**src/rtl/uart_pkg.sv**
```systemverilog
// Shared definitions for the uart_tx scheduler: FSM state encoding and the
// width of the transmitter's parallel input.
package uart_pkg;

    localparam int FRAME_W = 10;

    typedef enum logic [1:0] {
        ST_IDLE   = 2'd0,
        ST_GRANT  = 2'd1,
        ST_LAUNCH = 2'd2,
        ST_DRAIN  = 2'd3
    } sched_state_e;

endpackage

```
**src/rtl/rr_arbiter.sv**
```systemverilog
// Combinational round-robin picker: the first asserted request at or above
// ptr (wrapping at NUM_REQ) wins.
module rr_arbiter #(
    parameter int NUM_REQ = 4,
    parameter int ID_W    = 2
) (
    input  logic [NUM_REQ-1:0] req,
    input  logic [ID_W-1:0]    ptr,
    output logic [ID_W-1:0]    gnt_id,
    output logic               gnt_any
);

    // Walk offsets from farthest to nearest so the nearest hit is written last.
    always_comb begin
        logic [ID_W:0] idxSum;
        gnt_id  = '0;
        gnt_any = 1'b0;
        idxSum  = '0;
        for (int k = NUM_REQ - 1; k >= 0; k--) begin
            idxSum = {1'b0, ptr} + (ID_W + 1)'(k);
            if (idxSum >= (ID_W + 1)'(NUM_REQ)) begin
                idxSum = idxSum - (ID_W + 1)'(NUM_REQ);
            end
            if (req[idxSum[ID_W-1:0]]) begin
                gnt_id  = idxSum[ID_W-1:0];
                gnt_any = 1'b1;
            end
        end
    end

endmodule

```
**src/rtl/uart_tx_sched.sv**
```systemverilog
// Shares one uart_tx among NUM_REQ byte sources: round-robin grant, held
// start until the transmitter goes busy, drain, and a start-ack timeout.
module uart_tx_sched
    import uart_pkg::*;
#(
    parameter int NUM_REQ       = 4,
    parameter int DATA_W        = 8,
    parameter int ID_W          = 2,
    parameter int START_TIMEOUT = 64
) (
    input  logic                      clk,
    input  logic                      reset,
    input  logic [NUM_REQ-1:0]        req_valid,
    input  logic [NUM_REQ*DATA_W-1:0] req_data,
    output logic [NUM_REQ-1:0]        req_ready,
    output logic [FRAME_W-1:0]        tx_data,
    output logic                      tx_start,
    input  logic                      tx_busy,
    output logic [ID_W-1:0]           grant_id,
    output logic                      sched_busy,
    output logic                      err_timeout
);

    localparam int              TMO_W    = (START_TIMEOUT > 1) ? $clog2(START_TIMEOUT) : 1;
    localparam logic [TMO_W-1:0] TMO_LAST = TMO_W'(START_TIMEOUT - 1);
    localparam logic [ID_W-1:0]  LAST_ID  = ID_W'(NUM_REQ - 1);

    sched_state_e         state_q, state_d;
    logic [ID_W-1:0]      ptr_q, ptr_d;
    logic [ID_W-1:0]      grantId_q, grantId_d;
    logic [NUM_REQ-1:0]   reqReady_q, reqReady_d;
    logic [FRAME_W-1:0]   txData_q, txData_d;
    logic                 txStart_q, txStart_d;
    logic                 schedBusy_q, schedBusy_d;
    logic                 errTimeout_q, errTimeout_d;
    logic [TMO_W-1:0]     tmoCnt_q, tmoCnt_d;
    logic [ID_W-1:0]      arbId;
    logic                 arbAny;
    logic [DATA_W-1:0]    grantByte;

    rr_arbiter #(
        .NUM_REQ (NUM_REQ),
        .ID_W    (ID_W)
    ) uArbiter (
        .req     (req_valid),
        .ptr     (ptr_q),
        .gnt_id  (arbId),
        .gnt_any (arbAny)
    );

    always_ff @(posedge clk or negedge reset) begin
        if (!reset) begin
            state_q      <= ST_IDLE;
            ptr_q        <= '0;
            grantId_q    <= '0;
            reqReady_q   <= '0;
            txData_q     <= '0;
            txStart_q    <= 1'b0;
            schedBusy_q  <= 1'b0;
            errTimeout_q <= 1'b0;
            tmoCnt_q     <= '0;
        end else begin
            state_q      <= state_d;
            ptr_q        <= ptr_d;
            grantId_q    <= grantId_d;
            reqReady_q   <= reqReady_d;
            txData_q     <= txData_d;
            txStart_q    <= txStart_d;
            schedBusy_q  <= schedBusy_d;
            errTimeout_q <= errTimeout_d;
            tmoCnt_q     <= tmoCnt_d;
        end
    end

    // A busy acknowledge on the final LAUNCH cycle takes priority over timeout.
    always_comb begin
        state_d = state_q;
        case (state_q)
            ST_IDLE:   if (arbAny) state_d = ST_GRANT;
            ST_GRANT:  state_d = ST_LAUNCH;
            ST_LAUNCH: begin
                if (tx_busy) begin
                    state_d = ST_DRAIN;
                end else if (tmoCnt_q == TMO_LAST) begin
                    state_d = ST_IDLE;
                end
            end
            ST_DRAIN:  if (!tx_busy) state_d = ST_IDLE;
            default:   state_d = ST_IDLE;
        endcase
    end

    // Outputs are computed from the upcoming state so every port is a flop.
    always_comb begin
        grantByte = '0;
        for (int i = 0; i < NUM_REQ; i++) begin
            if (grantId_q == ID_W'(i)) grantByte = req_data[i*DATA_W +: DATA_W];
        end

        grantId_d = (state_q == ST_IDLE && arbAny) ? arbId : grantId_q;

        ptr_d = ptr_q;
        if (state_q == ST_GRANT) ptr_d = (grantId_q == LAST_ID) ? '0 : grantId_q + 1'b1;

        txData_d = txData_q;
        if (state_q == ST_GRANT) begin
            txData_d                = '0;
            txData_d[DATA_W-1:0]    = grantByte;
        end

        reqReady_d = '0;
        for (int i = 0; i < NUM_REQ; i++) begin
            reqReady_d[i] = (state_d == ST_GRANT) && (grantId_d == ID_W'(i));
        end

        tmoCnt_d = '0;
        if (state_q == ST_LAUNCH) tmoCnt_d = (tmoCnt_q == TMO_LAST) ? tmoCnt_q : tmoCnt_q + 1'b1;

        txStart_d    = (state_d == ST_LAUNCH);
        schedBusy_d  = (state_d != ST_IDLE);
        errTimeout_d = (state_q == ST_LAUNCH) && !tx_busy && (tmoCnt_q == TMO_LAST);
    end

    assign req_ready   = reqReady_q;
    assign tx_data     = txData_q;
    assign tx_start    = txStart_q;
    assign grant_id    = grantId_q;
    assign sched_busy  = schedBusy_q;
    assign err_timeout = errTimeout_q;

endmodule
```
**config.mk**
```make
export PLATFORM = sky130hd
export DESIGN_NAME = uart_tx_sched
export DESIGN_NICKNAME = d
export VERILOG_FILES = /design/src/rtl/uart_pkg.sv /design/src/rtl/rr_arbiter.sv /design/src/rtl/uart_tx_sched.sv
export SDC_FILE = /design/constraint.sdc
export NUM_CORES = 1
export LEC_CHECK = 0
export ABC_AREA = 1
export CAP_MARGIN = 30
export CORE_ASPECT_RATIO = 2
export CORE_MARGIN = 2
export CORE_UTILIZATION = 41
export CTS_CLUSTER_DIAMETER = 80
export DETAILED_ROUTE_END_ITERATION = 10
export PLACE_DENSITY = 0.75
export SLEW_MARGIN = 5
export SYNTH_ARGS = -nofsm -noshare
export SYNTH_HDL_FRONTEND = slang
export SYNTH_HIERARCHICAL = 1
export SYNTH_SLANG_ARGS = --single-unit
```
**constraint.sdc**
```tcl
create_clock -name clk -period 1.5 [get_ports clk]
set_input_delay 0.3 -clock clk [delete_from_list [all_inputs] [get_ports clk]]
set_output_delay 0.3 -clock clk [all_outputs]
set_load 0.02 [all_outputs]
```
==> impl_metrics.py, run 1 <==
metrics = {
    "outcome": {
        "status": "finished, violations left",
        "violations": "setup timing",
    },
    "critical_path": {
        "crit_path_end": "req_ready[2]$_DFF_PN0_",
        "rr_startpoint": "ptr_q[0]$_DFFE_PN0N_",
        "crit_fanout": 5,
        "worstSetupStartpoint": "ptr_q[0]$_DFFE_PN0N_",
        "r2r-end": "req_ready[2]$_DFF_PN0_",
        "required_ns": 1.68,
        "worstPathArrival_ns": 1.79,
        "cp-start-kind": "flop",
        "crit_path_end_kind": "flop",
        "r2r_setup_slack_ns": -0.10,
        "rr_worst_depth": 14,
        "worstSetupPathType": "flop to flop",
    },
    "detailed_routing": {
        "routedWlPerCell_um": 13.8,
        "drt_iter0_markers": 32,
        "vias": 1731,
        "first_pass_iters": 4,
        "via_per_inst": 4.97,
        "drt-total-wl_um": 4790,
        "drc": 0,
        "postRouteAntennaNets": 0,
    },
    "synthesis": {
        "ys_ff_latch": 27,
        "ys.flop_type": "dfrtp_1",
        "synthArstFlopShare_pct": 100,
        "syn_inst": 228,
        "ys_seq_area_share_pct": 39.4,
        "ys_types": 30,
        "synth_top_area_share_pct": 39.4,
        "yosysMostFrequentCell": "nand2_1",
        "synth-edff-count": 0,
        "syn_area_um2": 1710,
        "synth_common_cells": "nand2_1 (54), nand3_1 (30), dfrtp_1 (27), a21oi_1 (26), inv_1 (22)",
        "yosysTopAreaCell": "dfrtp_1",
        "synth_area_leaders": "dfrtp_1 (39%), nand2_1 (12%), nand3_1 (8.8%), a21oi_1 (7.6%), inv_1 (4.8%)",
        "ys.warnings.count": 6,
        "avgSynthCellArea_um2": 7.52,
    },
    "power": {
        "p_seq_share_pct": 25.8,
        "clockPowerShare_pct": 9.2,
        "switchingPower_w": 0.00217,
        "p_leak_nw": 1.27,
        "p_int_w": 0.00241,
        "comb_power_share_pct": 65.0,
        "vdd_drop_max_v": 0.00132,
        "powerDensity_nw_per_um2": 1780,
        "power_switching_share_pct": 47.3,
    },
    "die": {
        "boundaryPins": 58,
        "start_util_pct": 42.4,
        "std_cell_rows": 33,
        "die_w_um": 49.7,
        "die_h_um": 95.4,
        "core_area_um2": 4050,
        "die-area_um2": 4750,
    },
    "clock_network": {
        "root_buffer": "clkbuf_8",
        "clock_path_buffers": 2,
        "clock-sinks": 27,
        "numCtsBuffers": 3,
        "clk_pin_slew_ns": 0.09,
        "htreeDepth": 1,
        "clk_latency_ns": 0.28,
        "cts_tree": "built",
    },
    "finish": {
        "drive_gt1_share_pct": 25.3,
        "nets": 341,
        "fin_util_pct": 63.5,
        "area_delta_synth_final_pct": 49.9,
        "antenna_cells": 0,
        "fin_cells": 348,
        "final_area_um2": 2570,
    },
    "placed_design": {
        "place_ws_ns": -0.307,
        "place_inst": 337,
        "dpl.hpwl_um": 3430,
        "gp_congestion": 0.895,
        "placed_area_um2": 2340,
        "port_buffers": 55,
    },
    "timing": {
        "slew_viol_final": 0,
        "fmax_mhz": 623,
        "finClkSkew_ns": 0.00347,
        "period_share_pct": 107,
        "whs_ns": 0.391,
        "post-route-min-period_ns": 1.60,
        "rsz0062_at_grt": "true",
        "setup_viol": 5,
        "finalHoldViolations": 0,
        "setup_slack_ns": -0.104,
    },
    "grt": {
        "antenna_found_initial": 0,
        "grt_overflow": 0,
        "first_global_vias": 1756,
        "grt_usage_pct": 21.5,
        "grt_max_degree": 28,
        "grt_pass1_wl_um": 7780,
    },
    "job": {
        "drv_cap": 0,
    },
    "min_path": {
        "min_path_type": "primary input to async pin",
    },
}
[routing by layer]
metal,wire (um),GRT usage (%),vias up
li1,-,-,854
met2,2650,41.8,55
met1,1800,22.4,807
met3,139,1.88,15
met5,0,0,-
met4,189,10.2,0
[state kept, by name, summed over array words and instances, names as in the netlist]
| signal | count |
|---|---|
| req_ready | 4 |
| tx_data | 8 |
| grant_id | 2 |
| tmoCnt_q | 6 |
| tx_start | 1 |
| err_timeout | 1 |
| ptr_q | 2 |
| state_q | 2 |
| sched_busy | 1 |
[worst min path at each step]
stage / startpoint / to
after floorplan: reset / err_timeout$_DFF_PN0_
final: reset / tx_data[1]$_DFFE_PN0N_
after CTS: reset / tmoCnt_q[0]$_DFFE_PN0P_
after global routing: reset / req_ready[1]$_DFF_PN0_
after detailed placement: tmoCnt_q[1]$_DFFE_PN0P_ / tmoCnt_q[1]$_DFFE_PN0P_
after global placement: tmoCnt_q[1]$_DFFE_PN0P_ / tmoCnt_q[1]$_DFFE_PN0P_
[repair_timing]
item | 4_1_cts | 5_1_grt
setup endpoints to repair | 31 | 14
pin swaps | 7 | 9
gates resized for setup | 31 | 21
buffers inserted | 3 | 4
hold buffers | 0 | 0
[logic make-up after synthesis]
family / synth area share (%)
AND/OR/NAND/NOR: 35.2
buffers and inverters: 11.0
AO/OA/AOI/OAI: 10.0
flip-flops: 39.4
adder cells (fa/ha/maj): 3.65
XOR/XNOR: 0.511
other: 0.219
[metrics by stage]
step                total power (W)  TNS (ns)
detailed placement          0.00376     -2.07
floorplan                   0.00285         0
global placement            0.00369     -1.80
finish                      0.00458    -0.347
CTS                         0.00426   -0.0621
global route                0.00495    -0.794
[cell type report]
class | count | area (um2)
Fill cell | 393 | 1480
Timing Repair Buffer | 72 | 673
Tap cell | 52 | 65.1
Multi-Input combinational cell | 161 | 970
Clock buffer | 3 | 41.3
Sequential cell | 27 | 678
Clock inverter | 1 | 7.51
Inverter | 32 | 135
[cell usage in the layout, fill, tap and decap left out, types with 6 or more instances in the layout]
cell type,n
a21oi_1,26
buf_4,15
clkdlybuf4s50_1,38
dfrtp_1,25
dlygate4sd2_1,17
inv_1,21
inv_2,9
nand2_1,45
nand2_2,15
nand2_4,6
nand3_1,26
nor2_1,12
[power by group through the flow]
stage          Sequential, W  Combinational (W)  Clock (W)
4_1_cts              0.00118            0.00264   0.000434
5_1_grt              0.00122            0.00327   0.000458
2_1_floorplan        0.00140            0.00146          0
3_5_place_dp         0.00122            0.00253          0
6_report             0.00118            0.00298   0.000421
3_3_place_gp         0.00121            0.00248          0
[critical path: stages (launching register included)]
cell,delay [ns]
dfrtp_2,0.44
buf_12,0.16
clkinv_8,0.05
nand2_2,0.05
and2_4,0.14
nand2_2,0.06
nand2_2,0.05
inv_2,0.07
nand3_2,0.08
nand2_2,0.08
nand3_2,0.09
nand2_4,0.11
inv_4,0.04
nand2_2,0.05
nor2_2,0.03
Power figures use the tool's default switching activity.
==> run 2, diff against run 1 <==
CORE_ASPECT_RATIO = 0.7   (was 2)
GPL_ROUTABILITY_DRIVEN = 1   (was unset)
==> run 2 against run 1 <==
  * The flow still finishes with violations (setup timing)
  * Sequential share of layout area rose by 0.51 points
  * Critical path depth fell by 1
  * Utilization barely moved
  * Global-route usage fell by 2.9 points
  * Register-to-register slack improved by 0.02 ns
  * Via count fell by 1.6%
  * Non-clock buffer count fell by 7
  * Count of clock-buffer cells in the layout did not move
  * Clock power fell by 4%
  * Final cell count fell by 2.0%
  * Clock skew rose by 0.00051 ns
==> impl_metrics.py, run 2 (synthesis results as in run 1) <==
metrics = {
    "critical_path": {
        "crit_path_end_kind": "flop",
        "cp-start-kind": "flop",
        "cp.depth": 13,
        "worstSetupStartpoint": "ptr_q[0]$_DFFE_PN0N_",
        "path_cells": "buf_6, nand2_4, nand3_4, nand2_2, nand3_2, nand2_2, nand2_1, nand2_1, nand3_2, nand2_4, inv_4, nand2_2, nor2_2",
        "worstSetupPathType": "flop to flop",
        "crit_fanout": 4,
        "required_ns": 1.67,
        "crit_path_end": "req_ready[2]$_DFF_PN0_",
        "worstPathArrival_ns": 1.76,
        "rr_worst_depth": 13,
        "r2r_setup_slack_ns": -0.08,
        "rr_startpoint": "ptr_q[0]$_DFFE_PN0N_",
        "path_buf_inv": 2,
        "cpPeakStageDelay_ns": 0.47,
        "cpMaxStageDelayCell": "dfrtp_2",
        "r2r-end": "req_ready[2]$_DFF_PN0_",
        "crit_family": "simple AND/OR/NAND/NOR gates",
        "cp_common_cell": "nand2_2",
    },
    "grt": {
        "grt_usage_pct": 18.6,
        "grt_overflow": 0,
        "antenna_found_initial": 0,
        "grt_max_degree": 28,
        "grt_pass1_wl_um": 6820,
        "first_global_vias": 1556,
    },
    "timing": {
        "finClkSkew_ns": 0.00397,
        "fmax_mhz": 631,
        "finalHoldViolations": 0,
        "tns_ns": -0.287,
        "post-route-min-period_ns": 1.58,
        "setup_slack_ns": -0.0838,
        "rsz0062_at_grt": "true",
        "setup_viol": 6,
        "period_share_pct": 106,
        "slew_viol_final": 0,
    },
    "outcome": {
        "violations": "setup timing",
        "status": "finished, violations left",
    },
    "power": {
        "powerDensity_nw_per_um2": 1710,
        "switchingPower_w": 0.00205,
        "finalPower_w": 0.00432,
        "power_switching_share_pct": 47.4,
        "p_leak_nw": 1.31,
        "p_seq_share_pct": 28.0,
        "comb_power_share_pct": 62.6,
        "p_int_w": 0.00227,
        "clockPowerShare_pct": 9.3,
        "vdd_drop_max_v": 0.000979,
    },
    "detailed_routing": {
        "postRouteAntennaNets": 0,
        "first_pass_iters": 4,
        "drc": 0,
        "drt_iter0_markers": 102,
        "drt-total-wl_um": 4180,
        "routedWlPerCell_um": 12.3,
        "via_per_inst": 5.00,
        "vias": 1704,
    },
    "placed_design": {
        "gp_congestion": 0.882,
        "placed_area_um2": 2330,
        "dpl.hpwl_um": 3030,
        "place_inst": 335,
        "port_buffers": 55,
        "place_ws_ns": -0.275,
    },
    "clock_network": {
        "htreeDepth": 1,
        "clock_path_buffers": 2,
        "hold_buffers": 0,
        "clk_latency_ns": 0.27,
        "root_buffer": "clkbuf_8",
        "cts_tree": "built",
        "clk_pin_slew_ns": 0.09,
        "numCtsBuffers": 3,
        "clock-sinks": 27,
    },
    "job": {
        "drv_cap": 0,
    },
    "die": {
        "std_cell_rows": 19,
        "die_h_um": 58.1,
        "die-area_um2": 4720,
        "core_area_um2": 3970,
        "die_w_um": 81.3,
        "start_util_pct": 43.2,
        "boundaryPins": 58,
    },
    "min_path": {
        "min_path_type": "primary input to async pin",
    },
    "finish": {
        "mostFrequentLayoutCell": "nand2_1",
        "register_area_um2": 678,
        "fin_cells": 341,
        "antenna_cells": 0,
        "multi_input_area_um2": 968,
        "largest_reg_flops": 8,
        "final_area_um2": 2520,
        "final_cell_mix": "nand2_1 (46), clkdlybuf4s50_1 (37), a21oi_1 (26)",
        "drive_gt1_share_pct": 23.2,
        "nFillCells": 348,
        "area_delta_synth_final_pct": 47.1,
        "nets": 334,
    },
}
run 2: power groups by stage:
stage / Combinational [W] / Sequential [W] / Clock, W
4_1_cts: 0.00257 / 0.00122 / 0.000408
3_3_place_gp: 0.00238 / 0.00123 / 0
3_5_place_dp: 0.00244 / 0.00124 / 0
5_1_grt: 0.00300 / 0.00125 / 0.000442
6_report: 0.00271 / 0.00121 / 0.000403
2_1_floorplan: 0.00146 / 0.00140 / 0
run 2: timing repair:
| item | in CTS | in global routing |
|---|---|---|
| setup buffers | 2 | 0 |
| gates resized for setup | 32 | 18 |
| endpoints found under the setup margin | 21 | 20 |
| pin swaps | 8 | 10 |
run 2: worst min path at each step:
stage | end | slack (ns) | cells after the start
after floorplan | err_timeout$_DFF_PN0_ | 0.004 | 0
after global placement | tx_data[4]$_DFFE_PN0N_ | 0.51 | 2
after detailed placement | tmoCnt_q[1]$_DFFE_PN0P_ | 0.52 | 2
after CTS | tmoCnt_q[3]$_DFFE_PN0P_ | 0.41 | 2
after global routing | tmoCnt_q[3]$_DFFE_PN0P_ | 0.42 | 2
final | tmoCnt_q[3]$_DFFE_PN0P_ | 0.40 | 2
run 2: per-layer routing:
layer,track usage (%),wire [um],vias to the layer above
met5,0,0,-
met2,31.1,1960,58
li1,-,-,844
met3,3.43,263,6
met1,25.3,1910,796
met4,4.12,51,0
run 2: area by class of cell:
class	count	share of cell area, %
Clock buffer	3	1.64
Clock inverter	1	0.199
Inverter	32	4.96
Multi-Input combinational cell	161	38.4
Sequential cell	27	26.9
Tap cell	52	2.58
Timing Repair Buffer	65	25.3
run 2: stage by stage:
step           hold slack (ns)  util, %
5_1_grt                  0.421     63.5
2_1_floorplan          0.00441        -
3_5_place_dp             0.519     58.7
3_3_place_gp             0.514     58.7
6_report                 0.395     63.5
4_1_cts                  0.413     61.9
==> run 3, diff against run 2 <==
MAX_ROUTING_LAYER = met4   (was unset)
==> run 3 against run 2 <==
  * The flow still finishes with violations (setup timing)
  * Via count fell by 0.35%
  * Clock power barely moved
  * Clock skew fell by 0.0012 ns
  * Setup slack improved by 0.0065 ns
  * Sequential cell count did not move
  * Die area did not move
  * Critical path type unchanged
  * Largest power group unchanged
==> impl_metrics.py, run 3 (synthesis results as in run 1) <==
metrics = {
    "outcome": {
        "status": "finished, violations left",
        "violations": "setup timing",
    },
    "timing": {
        "finClkSkew_ns": 0.00276,
        "finalHoldViolations": 0,
        "setup_viol": 6,
        "period_share_pct": 105,
        "setup_slack_ns": -0.0773,
        "fmax_mhz": 634,
        "rsz0062_at_grt": "true",
        "slew_viol_final": 0,
        "post-route-min-period_ns": 1.58,
    },
    "finish": {
        "nFillCells": 348,
        "multi_input_area_um2": 968,
        "final_area_um2": 2520,
        "area_delta_synth_final_pct": 47.1,
        "fin_cells": 341,
        "largest_reg_flops": 8,
        "fin_util_pct": 63.5,
        "nets": 334,
        "mostFrequentLayoutCell": "nand2_1",
        "antenna_cells": 0,
        "drive_gt1_share_pct": 23.2,
        "register_area_um2": 678,
        "final_cell_mix": "nand2_1 (46), clkdlybuf4s50_1 (37), a21oi_1 (26)",
    },
    "die": {
        "start_util_pct": 43.2,
        "boundaryPins": 58,
        "std_cell_rows": 19,
        "core_area_um2": 3970,
        "die-area_um2": 4720,
        "die_w_um": 81.3,
        "die_h_um": 58.1,
    },
    "critical_path": {
        "crit_fanout": 4,
        "rr_startpoint": "ptr_q[0]$_DFFE_PN0N_",
        "r2r-end": "req_ready[2]$_DFF_PN0_",
        "cp-start-kind": "flop",
        "worstPathArrival_ns": 1.75,
        "crit_path_end_kind": "flop",
        "required_ns": 1.67,
        "r2r_setup_slack_ns": -0.08,
        "worstSetupPathType": "flop to flop",
        "rr_worst_depth": 13,
    },
    "grt": {
        "first_global_vias": 1555,
        "grt_overflow": 0,
        "grt_max_degree": 28,
        "grt_pass1_wl_um": 6830,
        "grt_usage_pct": 19.3,
        "antenna_found_initial": 0,
    },
    "power": {
        "p_leak_nw": 1.31,
        "p_seq_share_pct": 28.1,
        "vdd_drop_max_v": 0.000978,
        "clockPowerShare_pct": 9.4,
        "comb_power_share_pct": 62.5,
        "powerDensity_nw_per_um2": 1720,
        "p_int_w": 0.00227,
        "power_switching_share_pct": 47.5,
        "switchingPower_w": 0.00205,
        "finalPower_w": 0.00433,
    },
    "placed_design": {
        "gp_congestion": 0.897,
        "port_buffers": 55,
        "dpl.hpwl_um": 3030,
        "place_inst": 335,
        "placed_area_um2": 2330,
    },
    "clock_network": {
        "numCtsBuffers": 3,
        "root_buffer": "clkbuf_8",
        "clk_latency_ns": 0.27,
        "hold_buffers": 0,
        "clock_path_buffers": 2,
        "htreeDepth": 1,
        "clock-sinks": 27,
        "clk_pin_slew_ns": 0.09,
        "cts_tree": "built",
    },
    "job": {
        "drv_cap": 0,
    },
    "detailed_routing": {
        "via_per_inst": 4.98,
        "routedWlPerCell_um": 12.3,
        "drt_iter0_markers": 94,
        "drt-total-wl_um": 4200,
        "vias": 1698,
        "first_pass_iters": 4,
        "postRouteAntennaNets": 0,
        "drc": 0,
    },
    "min_path": {
        "min_path_type": "primary input to async pin",
    },
}
==> run 3: cell counts in the layout (fill, tap and decap cells not counted) <==
No cell type changed its count.
==> run 3: stage by stage <==
step | worst slack, ns | hold slack [ns] | setup TNS (ns)
floorplan | 0.0101 | 0.00441 | 0
global placement | -0.256 | 0.514 | -1.84
detailed placement | -0.275 | 0.519 | -1.92
CTS | -0.0227 | 0.413 | -0.0386
global route | -0.173 | 0.419 | -0.788
finish | -0.0773 | 0.393 | -0.270
==> run 3: power groups by stage <==
stage               clock network (W)  logic [W]  registers, W
global route                 0.000445    0.00300       0.00125
detailed placement                  0    0.00244       0.00124
CTS                          0.000408    0.00257       0.00122
floorplan                           0    0.00146       0.00140
finish                       0.000406    0.00271       0.00121
global placement                    0    0.00238       0.00123
==> run 3: metal layers <==
metal  up-vias  wire (um)  GRT usage [%]
met5         -          0              -
met4         0         14           4.12
met3         2        284           3.43
met2        66       1990           31.1
met1       786       1910           25.4
li1        844          -              -
==> run 3: what timing repair did <==
item / in CTS / in global routing
gates resized for setup: 32 / 18
setup endpoints to repair: 21 / 20
buffers inserted: 2 / 0
pin swaps: 8 / 10
==> run 3: cell type report <==
class                   count  area share [%]
multi-input cells         161            38.4
flip-flops and latches     27            26.9
repair buffers             65            25.3
inverters                  32            4.96
well taps                  52            2.58
clock buffers               3            1.64
clock inverters             1           0.199
==> run 3: worst max path at each step <==
stage                                from  depth (start not counted)                      to  slack [ns]
floorplan           grant_id[0]$_DFF_PN0_                          8  tx_data[1]$_DFFE_PN0N_        0.01
global placement             req_valid[1]                         12  req_ready[2]$_DFF_PN0_       -0.26
detailed placement           req_valid[1]                         15  req_ready[2]$_DFF_PN0_       -0.28
CTS                  ptr_q[0]$_DFFE_PN0N_                         11  req_ready[2]$_DFF_PN0_       -0.02
global route         ptr_q[0]$_DFFE_PN0N_                         13  req_ready[2]$_DFF_PN0_       -0.17
finish               ptr_q[0]$_DFFE_PN0N_                         13  req_ready[2]$_DFF_PN0_       -0.08
==> run 3: critical path, cell delays in order (launching register included) <==
cell,delay [ns]
dfrtp_2,0.47
buf_6,0.16
nand2_4,0.09
nand3_4,0.08
nand2_2,0.08
nand3_2,0.09
nand2_2,0.07
nand2_1,0.04
nand2_1,0.07
nand3_2,0.09
nand2_4,0.11
inv_4,0.04
nand2_2,0.05
nor2_2,0.03
